### src/rtl/vga_box_scroller_if.sv
// vga_box_scroller_if: pixel/sync/status bundle between the box scroller and the DAC and score logic
//   i_enable     : 1 = boxes advance once per frame, 0 = frozen
//   o_r/o_g/o_b  : 3/3/2 colour to the RGB DAC
//   o_hs/o_vs    : active-low syncs
//   o_frame_tick : one-clk pulse at the start of vertical blanking
//   o_passed     : respawn count, saturating at 9999
interface vga_box_scroller_if;
    logic        i_enable;
    logic [2:0]  o_r;
    logic [2:0]  o_g;
    logic [1:0]  o_b;
    logic        o_hs;
    logic        o_vs;
    logic        o_frame_tick;
    logic [13:0] o_passed;
    modport master (input i_enable, output o_r, o_g, o_b, o_hs, o_vs, o_frame_tick, o_passed);
    modport slave (output i_enable, input o_r, o_g, o_b, o_hs, o_vs, o_frame_tick, o_passed);
endinterface

### src/rtl/vga_box_scroller.sv
// vga_box_scroller: VGA raster plus NUM_BOXES boxes scrolling right-to-left, respawning at pseudo-random heights
//   clk   : system clock
//   rst_n : asynchronous active-low reset
//   bus   : master side of vga_box_scroller_if (enable in; RGB, syncs, frame_tick, passed out)
module vga_box_scroller #(
    parameter int          H_ACTIVE  = 640,
    parameter int          H_FP      = 16,
    parameter int          H_SYNC    = 96,
    parameter int          H_BP      = 48,
    parameter int          V_ACTIVE  = 480,
    parameter int          V_FP      = 10,
    parameter int          V_SYNC    = 2,
    parameter int          V_BP      = 33,
    parameter int          PIX_DIV   = 2,
    parameter int          NUM_BOXES = 4,
    parameter int          BOX_W     = 32,
    parameter int          BOX_H     = 64,
    parameter int          SPACING   = 192,
    parameter int          SPEED     = 2,
    parameter logic [7:0]  BOX_COLOR = 8'hE0,
    parameter logic [7:0]  BG_COLOR  = 8'h03
) (
    input logic               clk,
    input logic               rst_n,
    vga_box_scroller_if.master bus
);
    localparam int H_TOTAL = H_ACTIVE + H_FP + H_SYNC + H_BP;
    localparam int V_TOTAL = V_ACTIVE + V_FP + V_SYNC + V_BP;
    localparam int DW      = (PIX_DIV > 1) ? $clog2(PIX_DIV) : 1;
    localparam int Y_RANGE = V_ACTIVE - BOX_H + 1;
    localparam int Y_STEP  = (V_ACTIVE - BOX_H) / NUM_BOXES;
    localparam int WRAP    = NUM_BOXES * SPACING;

    logic [DW-1:0] r_div;
    logic [11:0]   r_h_cnt;
    logic [11:0]   r_v_cnt;
    logic          r_hs;
    logic          r_vs;
    logic [7:0]    r_rgb;
    logic          r_tick;
    logic [13:0]   r_passed;
    logic [15:0]   r_lfsr;
    logic [11:0]   r_pos  [NUM_BOXES];
    logic [11:0]   r_ytop [NUM_BOXES];

    logic          w_pix_en;
    logic          w_h_end;
    logic          w_v_end;
    logic          w_active;
    logic          w_hit;
    logic [3:0]    w_resp_cnt;
    logic [14:0]   w_sum;
    logic [13:0]   w_passed_nx;
    logic [11:0]   w_ymod;
    logic          w_fb;

    assign w_pix_en    = r_div == DW'(PIX_DIV - 1);
    assign w_h_end     = r_h_cnt == 12'(H_TOTAL - 1);
    assign w_v_end     = r_v_cnt == 12'(V_TOTAL - 1);
    assign w_active    = (r_h_cnt < 12'(H_ACTIVE)) && (r_v_cnt < 12'(V_ACTIVE));
    assign w_sum       = {1'b0, r_passed} + {11'b0, w_resp_cnt};
    assign w_passed_nx = (w_sum > 15'd9999) ? 14'd9999 : w_sum[13:0];
    assign w_ymod      = 12'({1'b0, r_lfsr[9:0]} % 11'(Y_RANGE));
    assign w_fb        = r_lfsr[15] ^ r_lfsr[13] ^ r_lfsr[12] ^ r_lfsr[10];

    // pos is right edge + 1, so a box is hit for pos-BOX_W <= h < pos without ever going negative
    always_comb begin
        w_hit      = 1'b0;
        w_resp_cnt = '0;
        for (int i = 0; i < NUM_BOXES; i++) begin
            w_hit = w_hit | ((r_h_cnt < r_pos[i]) &&
                             (({1'b0, r_h_cnt} + 13'(BOX_W)) >= {1'b0, r_pos[i]}) &&
                             (r_v_cnt >= r_ytop[i]) &&
                             ({1'b0, r_v_cnt} < ({1'b0, r_ytop[i]} + 13'(BOX_H))));
            w_resp_cnt = w_resp_cnt + {3'b0, r_pos[i] <= 12'(SPEED)};
        end
    end

    always_ff @(posedge clk or negedge rst_n) begin
        if (!rst_n) begin
            r_div    <= '0;
            r_h_cnt  <= '0;
            r_v_cnt  <= '0;
            r_hs     <= 1'b1;
            r_vs     <= 1'b1;
            r_rgb    <= '0;
            r_tick   <= 1'b0;
            r_passed <= '0;
            r_lfsr   <= 16'hACE1;
            for (int i = 0; i < NUM_BOXES; i++) begin
                r_pos[i]  <= 12'(H_ACTIVE + BOX_W + i * SPACING);
                r_ytop[i] <= 12'(i * Y_STEP);
            end
        end else begin
            r_div <= w_pix_en ? '0 : r_div + DW'(1);
            if (w_pix_en) begin
                r_h_cnt <= w_h_end ? '0 : r_h_cnt + 12'd1;
                if (w_h_end)
                    r_v_cnt <= w_v_end ? '0 : r_v_cnt + 12'd1;
            end
            r_hs   <= !((r_h_cnt >= 12'(H_ACTIVE + H_FP)) && (r_h_cnt < 12'(H_ACTIVE + H_FP + H_SYNC)));
            r_vs   <= !((r_v_cnt >= 12'(V_ACTIVE + V_FP)) && (r_v_cnt < 12'(V_ACTIVE + V_FP + V_SYNC)));
            r_rgb  <= !w_active ? 8'h00 : w_hit ? BOX_COLOR : BG_COLOR;
            // Registered so the pulse covers the first clk of pixel (0, V_ACTIVE)
            r_tick <= w_pix_en && w_h_end && (r_v_cnt == 12'(V_ACTIVE - 1));
            if (r_tick && bus.i_enable) begin
                r_lfsr   <= {r_lfsr[14:0], w_fb};
                r_passed <= w_passed_nx;
                for (int i = 0; i < NUM_BOXES; i++) begin
                    if (r_pos[i] > 12'(SPEED)) begin
                        r_pos[i] <= r_pos[i] - 12'(SPEED);
                    end else begin
                        r_pos[i]  <= r_pos[i] + 12'(WRAP - SPEED);
                        r_ytop[i] <= w_ymod;
                    end
                end
            end
        end
    end

    assign bus.o_r          = r_rgb[7:5];
    assign bus.o_g          = r_rgb[4:2];
    assign bus.o_b          = r_rgb[1:0];
    assign bus.o_hs         = r_hs;
    assign bus.o_vs         = r_vs;
    assign bus.o_frame_tick = r_tick;
    assign bus.o_passed     = r_passed;
endmodule

### src/flat_wrapper.sv
// flat-port wrapper written by rule: the top's interface ports become plain ports
module vga_box_scroller_flat 
#(
    parameter int          H_ACTIVE  = 640,
    parameter int          H_FP      = 16,
    parameter int          H_SYNC    = 96,
    parameter int          H_BP      = 48,
    parameter int          V_ACTIVE  = 480,
    parameter int          V_FP      = 10,
    parameter int          V_SYNC    = 2,
    parameter int          V_BP      = 33,
    parameter int          PIX_DIV   = 2,
    parameter int          NUM_BOXES = 4,
    parameter int          BOX_W     = 32,
    parameter int          BOX_H     = 64,
    parameter int          SPACING   = 192,
    parameter int          SPEED     = 2,
    parameter logic [7:0]  BOX_COLOR = 8'hE0,
    parameter logic [7:0]  BG_COLOR  = 8'h03
)
  (clk, rst_n, bus_i_enable, bus_o_r, bus_o_g, bus_o_b, bus_o_hs, bus_o_vs, bus_o_frame_tick, bus_o_passed);
  vga_box_scroller_if bus_i ();
  input logic clk;
  input logic rst_n;
  input wire logic [$bits(bus_i.i_enable)-1:0] bus_i_enable;
  output wire logic [$bits(bus_i.o_r)-1:0] bus_o_r;
  output wire logic [$bits(bus_i.o_g)-1:0] bus_o_g;
  output wire logic [$bits(bus_i.o_b)-1:0] bus_o_b;
  output wire logic [$bits(bus_i.o_hs)-1:0] bus_o_hs;
  output wire logic [$bits(bus_i.o_vs)-1:0] bus_o_vs;
  output wire logic [$bits(bus_i.o_frame_tick)-1:0] bus_o_frame_tick;
  output wire logic [$bits(bus_i.o_passed)-1:0] bus_o_passed;
  assign bus_i.i_enable = bus_i_enable;
  assign bus_o_r = bus_i.o_r;
  assign bus_o_g = bus_i.o_g;
  assign bus_o_b = bus_i.o_b;
  assign bus_o_hs = bus_i.o_hs;
  assign bus_o_vs = bus_i.o_vs;
  assign bus_o_frame_tick = bus_i.o_frame_tick;
  assign bus_o_passed = bus_i.o_passed;
  vga_box_scroller #(.H_ACTIVE(H_ACTIVE), .H_FP(H_FP), .H_SYNC(H_SYNC), .H_BP(H_BP), .V_ACTIVE(V_ACTIVE), .V_FP(V_FP), .V_SYNC(V_SYNC), .V_BP(V_BP), .PIX_DIV(PIX_DIV), .NUM_BOXES(NUM_BOXES), .BOX_W(BOX_W), .BOX_H(BOX_H), .SPACING(SPACING), .SPEED(SPEED), .BOX_COLOR(BOX_COLOR), .BG_COLOR(BG_COLOR)) u_core (.clk(clk), .rst_n(rst_n), .bus(bus_i));
endmodule
### config.mk
export PLATFORM = sky130hd
export DESIGN_NAME = vga_box_scroller_flat
export DESIGN_NICKNAME = d
export VERILOG_FILES = /design/src/rtl/vga_box_scroller_if.sv /design/src/rtl/vga_box_scroller.sv /design/src/flat_wrapper.sv
export SDC_FILE = /design/constraint.sdc
export NUM_CORES = 1
export LEC_CHECK = 0
export CAP_MARGIN = 10
export CELL_PAD_IN_SITES_DETAIL_PLACEMENT = 1
export CELL_PAD_IN_SITES_GLOBAL_PLACEMENT = 1
export CORE_ASPECT_RATIO = 1.2
export CORE_MARGIN = 4
export CORE_UTILIZATION = 45
export CTS_CLUSTER_DIAMETER = 30
export CTS_CLUSTER_SIZE = 20
export DETAILED_ROUTE_END_ITERATION = 10
export PLACE_DENSITY_LB_ADDON = 0.1
export SYNTH_ARGS = -nofsm -noshare
export SYNTH_HDL_FRONTEND = slang
export SYNTH_SLANG_ARGS = --single-unit
### constraint.sdc
create_clock -name clk -period 6.5 [get_ports clk]
set_input_delay 1.95 -clock clk [delete_from_list [all_inputs] [get_ports clk]]
set_output_delay 1.95 -clock clk [all_outputs]
set_load 0.03 [all_outputs]
==> results.sh <==
export IMPL_status="completed"
export IMPL_synth_adder_area_share_pct=18.4
export IMPL_crit_path_frequent_cell="inv_1"
export IMPL_dpl_hpwl_um=25400
export IMPL_drcViolationCount=0
export IMPL_report_final_slew_viol_count=0
export IMPL_cts_htree_levels=4
export IMPL_dominant_cells_by_area_after_synthesis="dfrtp_1 (25%), ha_1 (18%), dfstp_2 (7.4%)"
export IMPL_rsz0062_at_grt="false"
export IMPL_synth_flop_cell="dfrtp_1"
export IMPL_via_per_inst=5.82
export IMPL_timing_critical_path_required_ns=6.87
export IMPL_number_of_fill_cells_in_the_layout=2953
export IMPL_drt_pass1_iter_count=4
export IMPL_insertion_delay_ns=0.44
export IMPL_setup_crit_start_kind="flop"
export IMPL_worst_path_max_fanout=9
export IMPL_antenna_left=0
export IMPL_grt_total_usage_pct=24.0
export IMPL_place_gp_congestion=0.856
export IMPL_num_vias=9617
export IMPL_synth_top_cell_by_area="dfrtp_1"
export IMPL_synth_edf_count=0
export IMPL_critical_path_max_stage_delay_ns=0.48
export IMPL_multi_input_gate_area_sq_um=7200
export IMPL_synth_area_mux_share_pct=2.94
export IMPL_final_min_period_over_clock_period_pct=83.1
export IMPL_worst_setup_path_startpoint="u_core.r_pos[42]"
export IMPL_fin_util_pct=50.1
export IMPL_globalRoute_busiestLayer="met2"
export IMPL_min_period_ns=5.40
export IMPL_placedInstanceArea_sq_um=12200
export IMPL_grt_met1_usage_pct=30.5
export IMPL_cts_hold_buffers=0
export IMPL_grt_overflow=0
export IMPL_growth_of_design_area_from_synthesis_to_finish_pct=9.40
export IMPL_tightestPinTransition_ns=1.03
export IMPL_number_of_endpoints_with_negative_hold_slack_in_the_final_report=0
export IMPL_slowest_stage_cell_on_the_critical_path="or3_1"
export IMPL_number_of_antenna_violations_at_the_first_check_in_global_routing=0
export IMPL_port_buf_inserts=24
export IMPL_power_static_leakage_nw=5.80
export IMPL_yosys_register_bits=152
export IMPL_synthesized_area_fraction_occupied_by_ao_oa_aoi_and_oai_cells_pct=16.7
export IMPL_seqCellArea_sq_um=3840
export IMPL_top_achievable_clock_speed_mhz=185
export IMPL_cts_buffers_inserted=17
export IMPL_root_buffer_selected_by_cts="clkbuf_16"
export IMPL_post_drt_wl_per_cell_um=19.9
export IMPL_cap_viol_max_count=0
export IMPL_cts_resized=0
export IMPL_synth_top_family_by_area="adder cells"
export IMPL_final_nets=1484
export IMPL_critical_path_top_delay_family="simple AND/OR/NAND/NOR gates"
export IMPL_crit_path_cell_trace="inv_1 -> nand4_1 -> nor4_1 -> o211a_1 -> ha_1 -> inv_1 -> fa_1 -> inv_1 -> ha_1 -> inv_1 -> fa_1 -> and2b_1 -> o21ai_0 -> or3_1 -> a31oi_1 -> a41oi_1 -> mux2i_1 -> buf_4 -> nor2_1 -> and3_1 -> a21oi_1"
export IMPL_rows=64
export IMPL_most_common_cell_after_layout_fill_and_taps_aside="ha_1"
export IMPL_worst_r2r_startpoint="u_core.r_pos[42]"
export IMPL_worst_hold_path_type="flop to flop"
export IMPL_grt_met2_usage_pct=41.8
export IMPL_critical_path_buffers_and_inverters=5
export IMPL_synthDominantCellAreaShare_pct=25.5
export IMPL_diodes=0
export IMPL_die_area_sq_um=28600
export IMPL_finClkSkew_ns=0.0120
export IMPL_maximum_buffer_depth_of_the_clock_tree=2
export IMPL_cts_tree="built"
export IMPL_final_cell_mix="ha_1 (169), inv_1 (129), nand2_1 (127), dfrtp_1 (119), o21ai_0 (106)"
export IMPL_tritoncts_num_sinks=152
export IMPL_post_route_cells_drive_above_1_share_pct=9.45
export IMPL_globalRouteMet3Util_pct=3.90
export IMPL_slew_limit_headroom_pct=30.7
export IMPL_synth_xor_xnor_area_share_pct=6.36
export IMPL_final_setup_viol_count=0
export IMPL_core_area_sq_um=25500
export IMPL_irDropWorstVdd_v=0.000176
export IMPL_r2r_slack_ns=1.10
export IMPL_seq_area_frac_synth_pct=32.9
export IMPL_power_density_nw_per_um2=153
export IMPL_clkSlewWorstSetupHoldPaths_ns=0.07
export IMPL_setup_fix_buffers_added_after_clock_tree_synthesis=0
export IMPL_final_design_area_no_fill_sq_um=12800
export IMPL_timing_hold_ws_ns=0.458
export IMPL_synth_warning_count=0
export IMPL_hold_path_startpoint="u_core.r_lfsr[11]"
export IMPL_dieHeight_um=185
export IMPL_grt_first_pass_wirelength_um=54900
export IMPL_initial_standard_cell_utilization_of_the_core_pct=45.8
export IMPL_avgSynthCellArea_sq_um=9.03
export IMPL_synthDistinctLibCells=81
export IMPL_synth_simple_gate_area_share_pct=17.1
export IMPL_routed_wirelength_um=32900
export IMPL_first_global_vias=10367
export IMPL_detail_route_iter0_violations=312
export IMPL_critical_path_arrival_ns=5.77
export IMPL_path_class="flop to flop"
export IMPL_design_portCount=28
export IMPL_critPathCaptureType="flop"
export IMPL_die_x_um=155
export IMPL_post_synthesis_cell_count=1295
export IMPL_synth_async_reset_ratio_pct=100
export IMPL_syn_area_sq_um=11700
export IMPL_grt_max_degree=76
export IMPL_totalNegativeSetupSlack_ns=0
flip-flops by register name (all words and copies together), names as in the netlist:
register	flops
u_core.bus.o_passed	14
u_core.r_div	1
u_core.r_pos	44
u_core.bus.o_hs	1
u_core.r_ytop	48
u_core.r_rgb	2
u_core.bus.o_frame_tick	1
u_core.bus.o_vs	1
u_core.r_lfsr	16
u_core.r_h_cnt	12
u_core.r_v_cnt	12
report_power, final:
part / leakage [nW] / internal, W / switching [W]
Clock: 0.270 / 0.000564 / 0.000429
Combinational: 3.66 / 0.00000190 / 0.0000216
Sequential: 1.87 / 0.000947 / 0
cell families (layout without fill, tap and decap cells):
group           Yosys count  count (layout)
compound gates          292             292
buf+inv                 165             191
xor+xnor                 85              85
flops                   152             152
other cells               1               3
fa+ha+maj               171             171
simple gates            398             398
mux                      31              31
layout make-up:
cell class | instances | area share (%)
Tap cell | 330 | 3.23
Multi-Input combinational cell | 980 | 56.3
Timing Repair Buffer | 30 | 2.24
Clock buffer | 20 | 3.41
Inverter | 129 | 3.78
Clock inverter | 12 | 1.01
Sequential cell | 152 | 30.0
per-layer routing:
| metal | share of wire (%) | vias up |
|---|---|---|
| met2 | 50 | 102 |
| li1 | - | 4650 |
| met3 | 2.7 | 53 |
| met5 | 0 | - |
| met1 | 45 | 4812 |
| met4 | 2.8 | 0 |
worst min-delay path, delay by kind of cell (launching register included):
| kind | cells | cell delay [ns] |
|---|---|---|
| flops | 1 | 0.37 |
| simple gates | 2 | 0.09 |
cells in the mapped netlist (4+ instances only):
| library cell | n |
|---|---|
| a211oi_1 | 10 |
| xor2_1 | 9 |
| xnor2_1 | 76 |
| buf_2 | 7 |
| and2_1 | 5 |
| o211ai_1 | 9 |
| o31ai_1 | 13 |
| a31o_2 | 5 |
| o21ai_0 | 106 |
| nor4_1 | 23 |
| dfstp_2 | 33 |
| mux2_2 | 27 |
| nor2b_1 | 14 |
| nand2b_1 | 10 |
| nor2_1 | 64 |
| ha_1 | 169 |
| mux2i_1 | 4 |
| a21o_1 | 18 |
| nand4_1 | 23 |
| and4_1 | 5 |
| nand3_1 | 55 |
| a2111oi_0 | 6 |
| o21ai_1 | 4 |
| dfrtp_1 | 119 |
| inv_1 | 129 |
| buf_4 | 6 |
| a21oi_1 | 40 |
| nor3_1 | 34 |
| o21a_1 | 21 |
| o2111ai_1 | 9 |
| a31oi_1 | 12 |
| clkbuf_1 | 21 |
| and3_1 | 8 |
| nand2_1 | 127 |
metrics by stage:
step                      std cells  total power, W  setup slack, ns
after floorplan                1297        0.000968             2.00
after global placement         1621        0.000989             1.42
after detailed placement       1621        0.000989             1.17
after CTS                      1653         0.00199             1.10
after global routing           1653         0.00203            0.625
final                          1653         0.00196             1.10
path summary, 6_finish.rpt:
kind | to | cells after the start
max reg2reg | u_core.bus.o_passed[8] | 21
max | u_core.bus.o_passed[8] | 21
min reg2reg | u_core.r_lfsr[11] | 2
max in group asynchronous | u_core.r_ytop[30] | 2
min | u_core.r_lfsr[11] | 2
min in group asynchronous | u_core.r_ytop[25] | 1
Power figures use the tool's default switching activity.
==> RTL edit 1 (same settings) <==
`PIX_DIV` is set to 2 in 2 places; all go to 4.
--- a/src/rtl/vga_box_scroller.sv
+++ b/src/rtl/vga_box_scroller.sv
@@ -11,7 +11,7 @@
     parameter int          V_FP      = 10,
     parameter int          V_SYNC    = 2,
     parameter int          V_BP      = 33,
-    parameter int          PIX_DIV   = 2,
+    parameter int          PIX_DIV   = 4,
     parameter int          NUM_BOXES = 4,
     parameter int          BOX_W     = 32,
     parameter int          BOX_H     = 64,
--- a/src/flat_wrapper.sv
+++ b/src/flat_wrapper.sv
@@ -9,7 +9,7 @@
     parameter int          V_FP      = 10,
     parameter int          V_SYNC    = 2,
     parameter int          V_BP      = 33,
-    parameter int          PIX_DIV   = 2,
+    parameter int          PIX_DIV   = 4,
     parameter int          NUM_BOXES = 4,
     parameter int          BOX_W     = 32,
     parameter int          BOX_H     = 64,
Behaviour: no difference found for any inputs over 10 cycles, from zero or initial values and one cycle with rst_n low; that may be too few to reach the edited logic, so the function may still have changed.
==> RTL edit 1 against the original RTL <==
Clock skew is 0.0023 ns lower; die area is 0.51% higher; sequential cell count is 1 higher; setup slack better by 0.10 ns; wire length is 0.69% lower; area after synthesis is 0.53% higher; highest routed layer is now met5; synthesized cell count is 3.0% higher; total power is 1.1% higher; final area is 0.48% higher; first-iteration DRC count is 7.7% higher.
==> RTL edit 1: results (changes against the original RTL) <==
Logic synthesis
The mean instance size in the synthesized netlist came to 8.81 um2 (-2.4%). The commonest cells after synthesis are 170 x sky130_fd_sc_hd__ha_1, 163 x sky130_fd_sc_hd__nand2_1, 126 x sky130_fd_sc_hd__inv_1, 120 x sky130_fd_sc_hd__dfrtp_1, 104 x sky130_fd_sc_hd__o21ai_0. The number of distinct standard cells referenced by the synthesized netlist is 79 (-2.5%). The parity-gate share of the synthesized area counting xor and xnor cells was 6.26% (-0.11 points).

The share of synthesized cell area in full adder, half adder and majority cells is 18.4% (about the same). The sequential area share after synthesis was 32.9% (+0.038 points). The mux contribution to synthesized area is 1.39% (-1.5 points).

Setup path
In this run the worst setup path terminates at u_core.bus.o_passed[10]. Tracing the worst setup path back leads to its startpoint at u_core.r_pos[31]. The data arrival time of the critical path was 5.57 ns (-0.20 ns). The delay contributed by the slowest stage of the critical path is 0.44 ns (-0.04 ns).

The cell depth of the worst flop-to-flop path is 20 (-4.8%). The start of the worst register-to-register path is u_core.r_pos[31]. The worst-path maximum fanout is 14 (+5). The worst reg-to-reg setup slack is 1.20 ns (+0.10 ns).

Final layout
The net count reported at finish is 1,519 (+2.4%). The proportion of layout cells with a drive suffix above 1 is 7.30% (-2.2 points).

Detailed routing
The count of vias placed by the detailed router was 9,744 (+1.3%). The via density per instance is 5.78 (-0.72%).

Global routing
The global-route wire length before repair was 54.9 mm (about the same). The aggregate global-route resource usage is 23.7% (-0.27 points). The number of antenna violations at the first check in global routing came to 1 (+1). The largest net degree at the start of global routing is 68 (-11%). The number of global-route vias before repair came to 10,500 (+1.4%).

Placed design
The number of instances in the placed design is 1,655 (+2.1%). The HPWL after detailed placement was 25.0 mm (-1.6%). The final RePlAce weighted congestion is 0.841 (-1.8%). The area of placed instances is 12,300 um2 (+0.29%).

STA
The final setup skew is 0.00965 ns (-0.00231 ns).

Outcome
The flow ran to the end, and the final reports show no timing, DRC or antenna violations.

Power
The internal power consumption is 0.00155 W (+2.4%). The maximum ir drop on the vdd rail is 152 uV (-14%).
[RTL edit 1: cell types whose count changed after synthesis, moves of 6 or more]
cell	change
sky130_fd_sc_hd__a21oi_1	+11
sky130_fd_sc_hd__mux2_2	-20
sky130_fd_sc_hd__nand2_1	+36
sky130_fd_sc_hd__nand3_1	-8
sky130_fd_sc_hd__nor4_1	-7
sky130_fd_sc_hd__o31ai_1	-8
sky130_fd_sc_hd__or3_1	+6
[RTL edit 1: worst min-delay path by stage]
stage	startpoint	depth (start not counted)	slack, ns	to
after global routing	u_core.r_div[0]	1	0.45	u_core.r_div[0]
after detailed placement	u_core.r_div[0]	1	0.42	u_core.r_div[0]
after global placement	u_core.r_div[0]	1	0.41	u_core.r_div[0]
after floorplan	u_core.r_div[0]	1	0.40	u_core.r_div[0]
after CTS	u_core.r_div[0]	1	0.43	u_core.r_div[0]
final	u_core.r_div[0]	1	0.42	u_core.r_div[0]
[RTL edit 1: power groups by stage]
stage | combinational (W) | clock, W | sequential (W)
4_1_cts | 0.0000250 | 0.00104 | 0.000953
6_report | 0.0000231 | 0.00101 | 0.000953
3_5_place_dp | 0.0000249 | 0 | 0.000970
5_1_grt | 0.0000274 | 0.00107 | 0.000953
3_3_place_gp | 0.0000245 | 0 | 0.000970
2_1_floorplan | 0.00000366 | 0 | 0.000970
[RTL edit 1: cell families (layout without fill, tap and decap cells)]
family,count (synthesis),count (layout)
simple gates,436,436
flops,153,153
mux,15,15
buf+inv,167,188
xor+xnor,84,84
other cells,1,3
compound gates,306,306
fa+ha+maj,172,172
[RTL edit 1: cell type report]
class | count | area share (%)
sequential | 153 | 30.1
clock inverter | 11 | 0.944
timing repair buffer | 30 | 2.23
tap | 330 | 3.21
inverter | 126 | 3.68
clock buffer | 21 | 3.66
multi-input combinational | 1016 | 56.2
[RTL edit 1: layer usage]
metal | global-route usage (%) | wire [um] | share of wire [%] | up-vias
met5 | 0 | 13 | 0.040 | -
met4 | 5.99 | 571 | 1.7 | 2
met3 | 4.07 | 912 | 2.8 | 43
met2 | 41.2 | 15900 | 49 | 102
met1 | 30.9 | 15200 | 47 | 4837
li1 | - | - | - | 4760
[RTL edit 1: metrics by stage]
step	utilization (%)	hold slack (ns)
after floorplan	-	0.403
after global placement	47.9	0.412
after detailed placement	47.9	0.422
after CTS	50.2	0.431
after global routing	50.2	0.449
final	50.2	0.424
==> RTL edit 2 (same settings) <==
Without the edit above. Take the reset off `r_rgb` and load it in a clocked block of its own.
--- a/src/rtl/vga_box_scroller.sv
+++ b/src/rtl/vga_box_scroller.sv
@@ -83,7 +83,6 @@
             r_v_cnt  <= '0;
             r_hs     <= 1'b1;
             r_vs     <= 1'b1;
-            r_rgb    <= '0;
             r_tick   <= 1'b0;
             r_passed <= '0;
             r_lfsr   <= 16'hACE1;
@@ -100,7 +99,6 @@
             end
             r_hs   <= !((r_h_cnt >= 12'(H_ACTIVE + H_FP)) && (r_h_cnt < 12'(H_ACTIVE + H_FP + H_SYNC)));
             r_vs   <= !((r_v_cnt >= 12'(V_ACTIVE + V_FP)) && (r_v_cnt < 12'(V_ACTIVE + V_FP + V_SYNC)));
-            r_rgb  <= !w_active ? 8'h00 : w_hit ? BOX_COLOR : BG_COLOR;
             // Registered so the pulse covers the first clk of pixel (0, V_ACTIVE)
             r_tick <= w_pix_en && w_h_end && (r_v_cnt == 12'(V_ACTIVE - 1));
             if (r_tick && bus.i_enable) begin
@@ -118,6 +116,10 @@
         end
     end
 
+    always_ff @(posedge clk) begin
+        r_rgb <= !w_active ? 8'h00 : w_hit ? BOX_COLOR : BG_COLOR;
+    end
+
     assign bus.o_r          = r_rgb[7:5];
     assign bus.o_g          = r_rgb[4:2];
     assign bus.o_b          = r_rgb[1:0];
Formal check against the unedited RTL: not equivalent (a bounded check fails within 4 cycles, from zero or initial values and one cycle with rst_n low).
==> RTL edit 2 against the original RTL <==
Clock skew hardly changed; sequential cell count stayed put; total power fell by 0.58%; largest cell class unchanged; count of clock-buffer cells in the layout decreased by 3; die area fell by 0.34%; final area rose by 0.15%; global-route usage increased by 0.42 points; area after synthesis is 0.35% lower; sequential share of layout area down 0.12 points; wire length increased by 1.2%; setup slack improved by 0.39 ns; non-clock buffer count is 7 higher.
==> RTL edit 2: results (changes against the original RTL) <==
Outcome
The flow ran to the end, and the final reports show no timing, DRC or antenna violations.

Logic synthesis
The mux contribution to synthesized area is 2.98% (+0.043 points). The share of flip-flops with an asynchronous set or reset after synthesis is 98.7% (-1.3 points). The parity-gate share of the synthesized area counting xor and xnor cells is 6.31% (-0.053 points). After synthesis, the cell types taking the most area are sky130_fd_sc_hd__dfrtp_1 25%, sky130_fd_sc_hd__ha_1 18%, sky130_fd_sc_hd__dfstp_2 7.4%. The number of distinct standard cells referenced by the synthesized netlist came to 82 (+1.2%). In the synthesized netlist, the cells that appear most often are 169 x sky130_fd_sc_hd__ha_1, 123 x sky130_fd_sc_hd__inv_1, 117 x sky130_fd_sc_hd__dfrtp_1, 108 x sky130_fd_sc_hd__nand2_1, 78 x sky130_fd_sc_hd__nor2_1. The sequential area share after synthesis is 32.9% (about the same). The share of synthesized cell area in full adder, half adder and majority cells is 18.5% (+0.065 points). The count of warnings emitted by yosys is 0 (unchanged). The post-synthesis compound-gate area fraction is 16.5% (-0.20 points). The gate count of the mapped netlist came to 1,285 (-0.77%).

Clocking
The count of hold buffers inserted by post-cts repair came to 0 (unchanged). The number of gates resized after CTS came to 0 (unchanged). The total CTS buffers is 17 (unchanged). The largest buffer count on any clock path came to 2 (unchanged). The clock insertion delay at the later pin of the skew report came to 0.44 ns (about the same). The count of H-tree levels built during CTS is 4 (unchanged).

The tree is rooted in a sky130_fd_sc_hd__clkbuf_16. The clock transition at the registers of the reported paths came to 0.07 ns (about the same). The buffer count from post-CTS setup fixing is 0 (unchanged).

Placed design
The HPWL after detailed placement was 24.9 mm (-1.9%). The final RePlAce weighted congestion is 0.845 (-1.3%). The area of placed instances is 12,300 um2 (+0.16%). The number of I/O port buffers is 24 (unchanged). The post-placement worst setup slack is 1.53 ns (+0.355 ns).

Min path
The worst hold path stage count came to 2 (unchanged). In this run the worst hold path is classified as flip-flop to flip-flop.

Detailed routing
The detail-routed net length per standard cell is 20.2 um (+1.5%). The DRC marker count from the first detailed-route iteration was 353 (+13%). The via density per instance is 5.81 (-0.18%).

Global routing
The largest net degree at the start of global routing is 75 (-1.3%). The global-route wire length before repair came to 55.6 mm (+1.2%). The number of global-route vias before repair is 10,400 (-0.068%). The aggregate global-route resource usage was 24.4% (+0.42 points).

Final layout
The proportion of layout cells with a drive suffix above 1 is 9.78% (+0.33 points). The number of standard cells in the final layout excluding fillers came to 1,649 (-0.24%). The net count reported at finish is 1,480 (-0.27%).

In the final layout, the registers with the most flip-flops are u_core.r_ytop x48, u_core.r_pos x44, u_core.r_lfsr x16. The number of diodes is 0 (unchanged).

Power
The maximum ir drop on the vdd rail is 161 uV (-8.6%). The leakage power figure is 5.77 nW (-0.53%).

STA
The achievable clock frequency is 200 MHz (+7.8%). The worst hold slack across all endpoints is 0.458 ns (+0.0000170 ns). The final setup skew is 0.0118 ns (-0.000181 ns). The worst-margin pin slew came to 1.02 ns (-0.0100 ns).

Setup path
The worst-path maximum fanout is 14 (+5). The cell depth of the worst flop-to-flop path is 19 (-9.5%). The data arrival time of the critical path is 5.34 ns (-0.43 ns).
RTL edit 2: changes by cell type after synthesis, moves of 11 or more:
cell | unedited run | this run
sky130_fd_sc_hd__o21ai_0 | 106 | 72
sky130_fd_sc_hd__nand2_1 | 127 | 108
sky130_fd_sc_hd__a21oi_1 | 40 | 57
sky130_fd_sc_hd__nand3_1 | 55 | 39
sky130_fd_sc_hd__nor2_1 | 64 | 78
sky130_fd_sc_hd__a21o_1 | 18 | 29
RTL edit 2: per-layer routing:
layer | vias up | part of all wire (%) | global-route usage, %
li1 | 4651 | - | -
met3 | 35 | 2.8 | 3.62
met4 | 0 | 1.7 | 6.47
met2 | 114 | 51 | 43.5
met5 | - | 0 | 0
met1 | 4776 | 44 | 31.0
RTL edit 2: final cells by class:
| cell class | instances | area [um2] |
|---|---|---|
| Fill cell | 2995 | 12700 |
| Multi-Input combinational cell | 975 | 7200 |
| Timing Repair Buffer | 37 | 339 |
| Tap cell | 330 | 413 |
| Inverter | 123 | 462 |
| Clock inverter | 15 | 139 |
| Sequential cell | 152 | 3830 |
| Clock buffer | 17 | 425 |
RTL edit 2: worst max-delay path, cell delays in order, from the launching register on:
cell and delay [ns]:
sky130_fd_sc_hd__dfstp_2 0.37, sky130_fd_sc_hd__inv_1 0.14, sky130_fd_sc_hd__nand4_1 0.21, sky130_fd_sc_hd__nor4_1 0.29
sky130_fd_sc_hd__o211a_1 0.33, sky130_fd_sc_hd__ha_1 0.17, sky130_fd_sc_hd__inv_1 0.05, sky130_fd_sc_hd__fa_1 0.38
sky130_fd_sc_hd__inv_1 0.06, sky130_fd_sc_hd__ha_1 0.24, sky130_fd_sc_hd__ha_1 0.30, sky130_fd_sc_hd__a21o_1 0.17
sky130_fd_sc_hd__a21oi_1 0.66, sky130_fd_sc_hd__nor2_1 0.15, sky130_fd_sc_hd__a31oi_1 0.22, sky130_fd_sc_hd__o2111ai_1 0.17
sky130_fd_sc_hd__a211oi_2 0.32, sky130_fd_sc_hd__buf_4 0.26, sky130_fd_sc_hd__nor2_1 0.14, sky130_fd_sc_hd__a22o_1 0.27
RTL edit 2: worst paths after layout:
path,start,end
setup / recovery,u_core.r_pos[30],u_core.bus.o_passed[6]
hold / removal,u_core.r_lfsr[11],u_core.r_lfsr[11]
setup reg to reg,u_core.r_pos[30],u_core.bus.o_passed[6]
hold reg to reg,u_core.r_lfsr[11],u_core.r_lfsr[11]
max in group asynchronous,rst_n,u_core.r_ytop[37]
min in group asynchronous,rst_n,u_core.r_pos[2]
RTL edit 2: power by group:
| part | total (W) | internal (W) | switching (W) |
|---|---|---|---|
| Combinational | 0.0000230 | 0.00000191 | 0.0000211 |
| Clock | 0.000982 | 0.000535 | 0.000447 |
| Sequential | 0.000946 | 0.000946 | 0 |
| Total | 0.00195 | 0.00148 | 0.000468 |
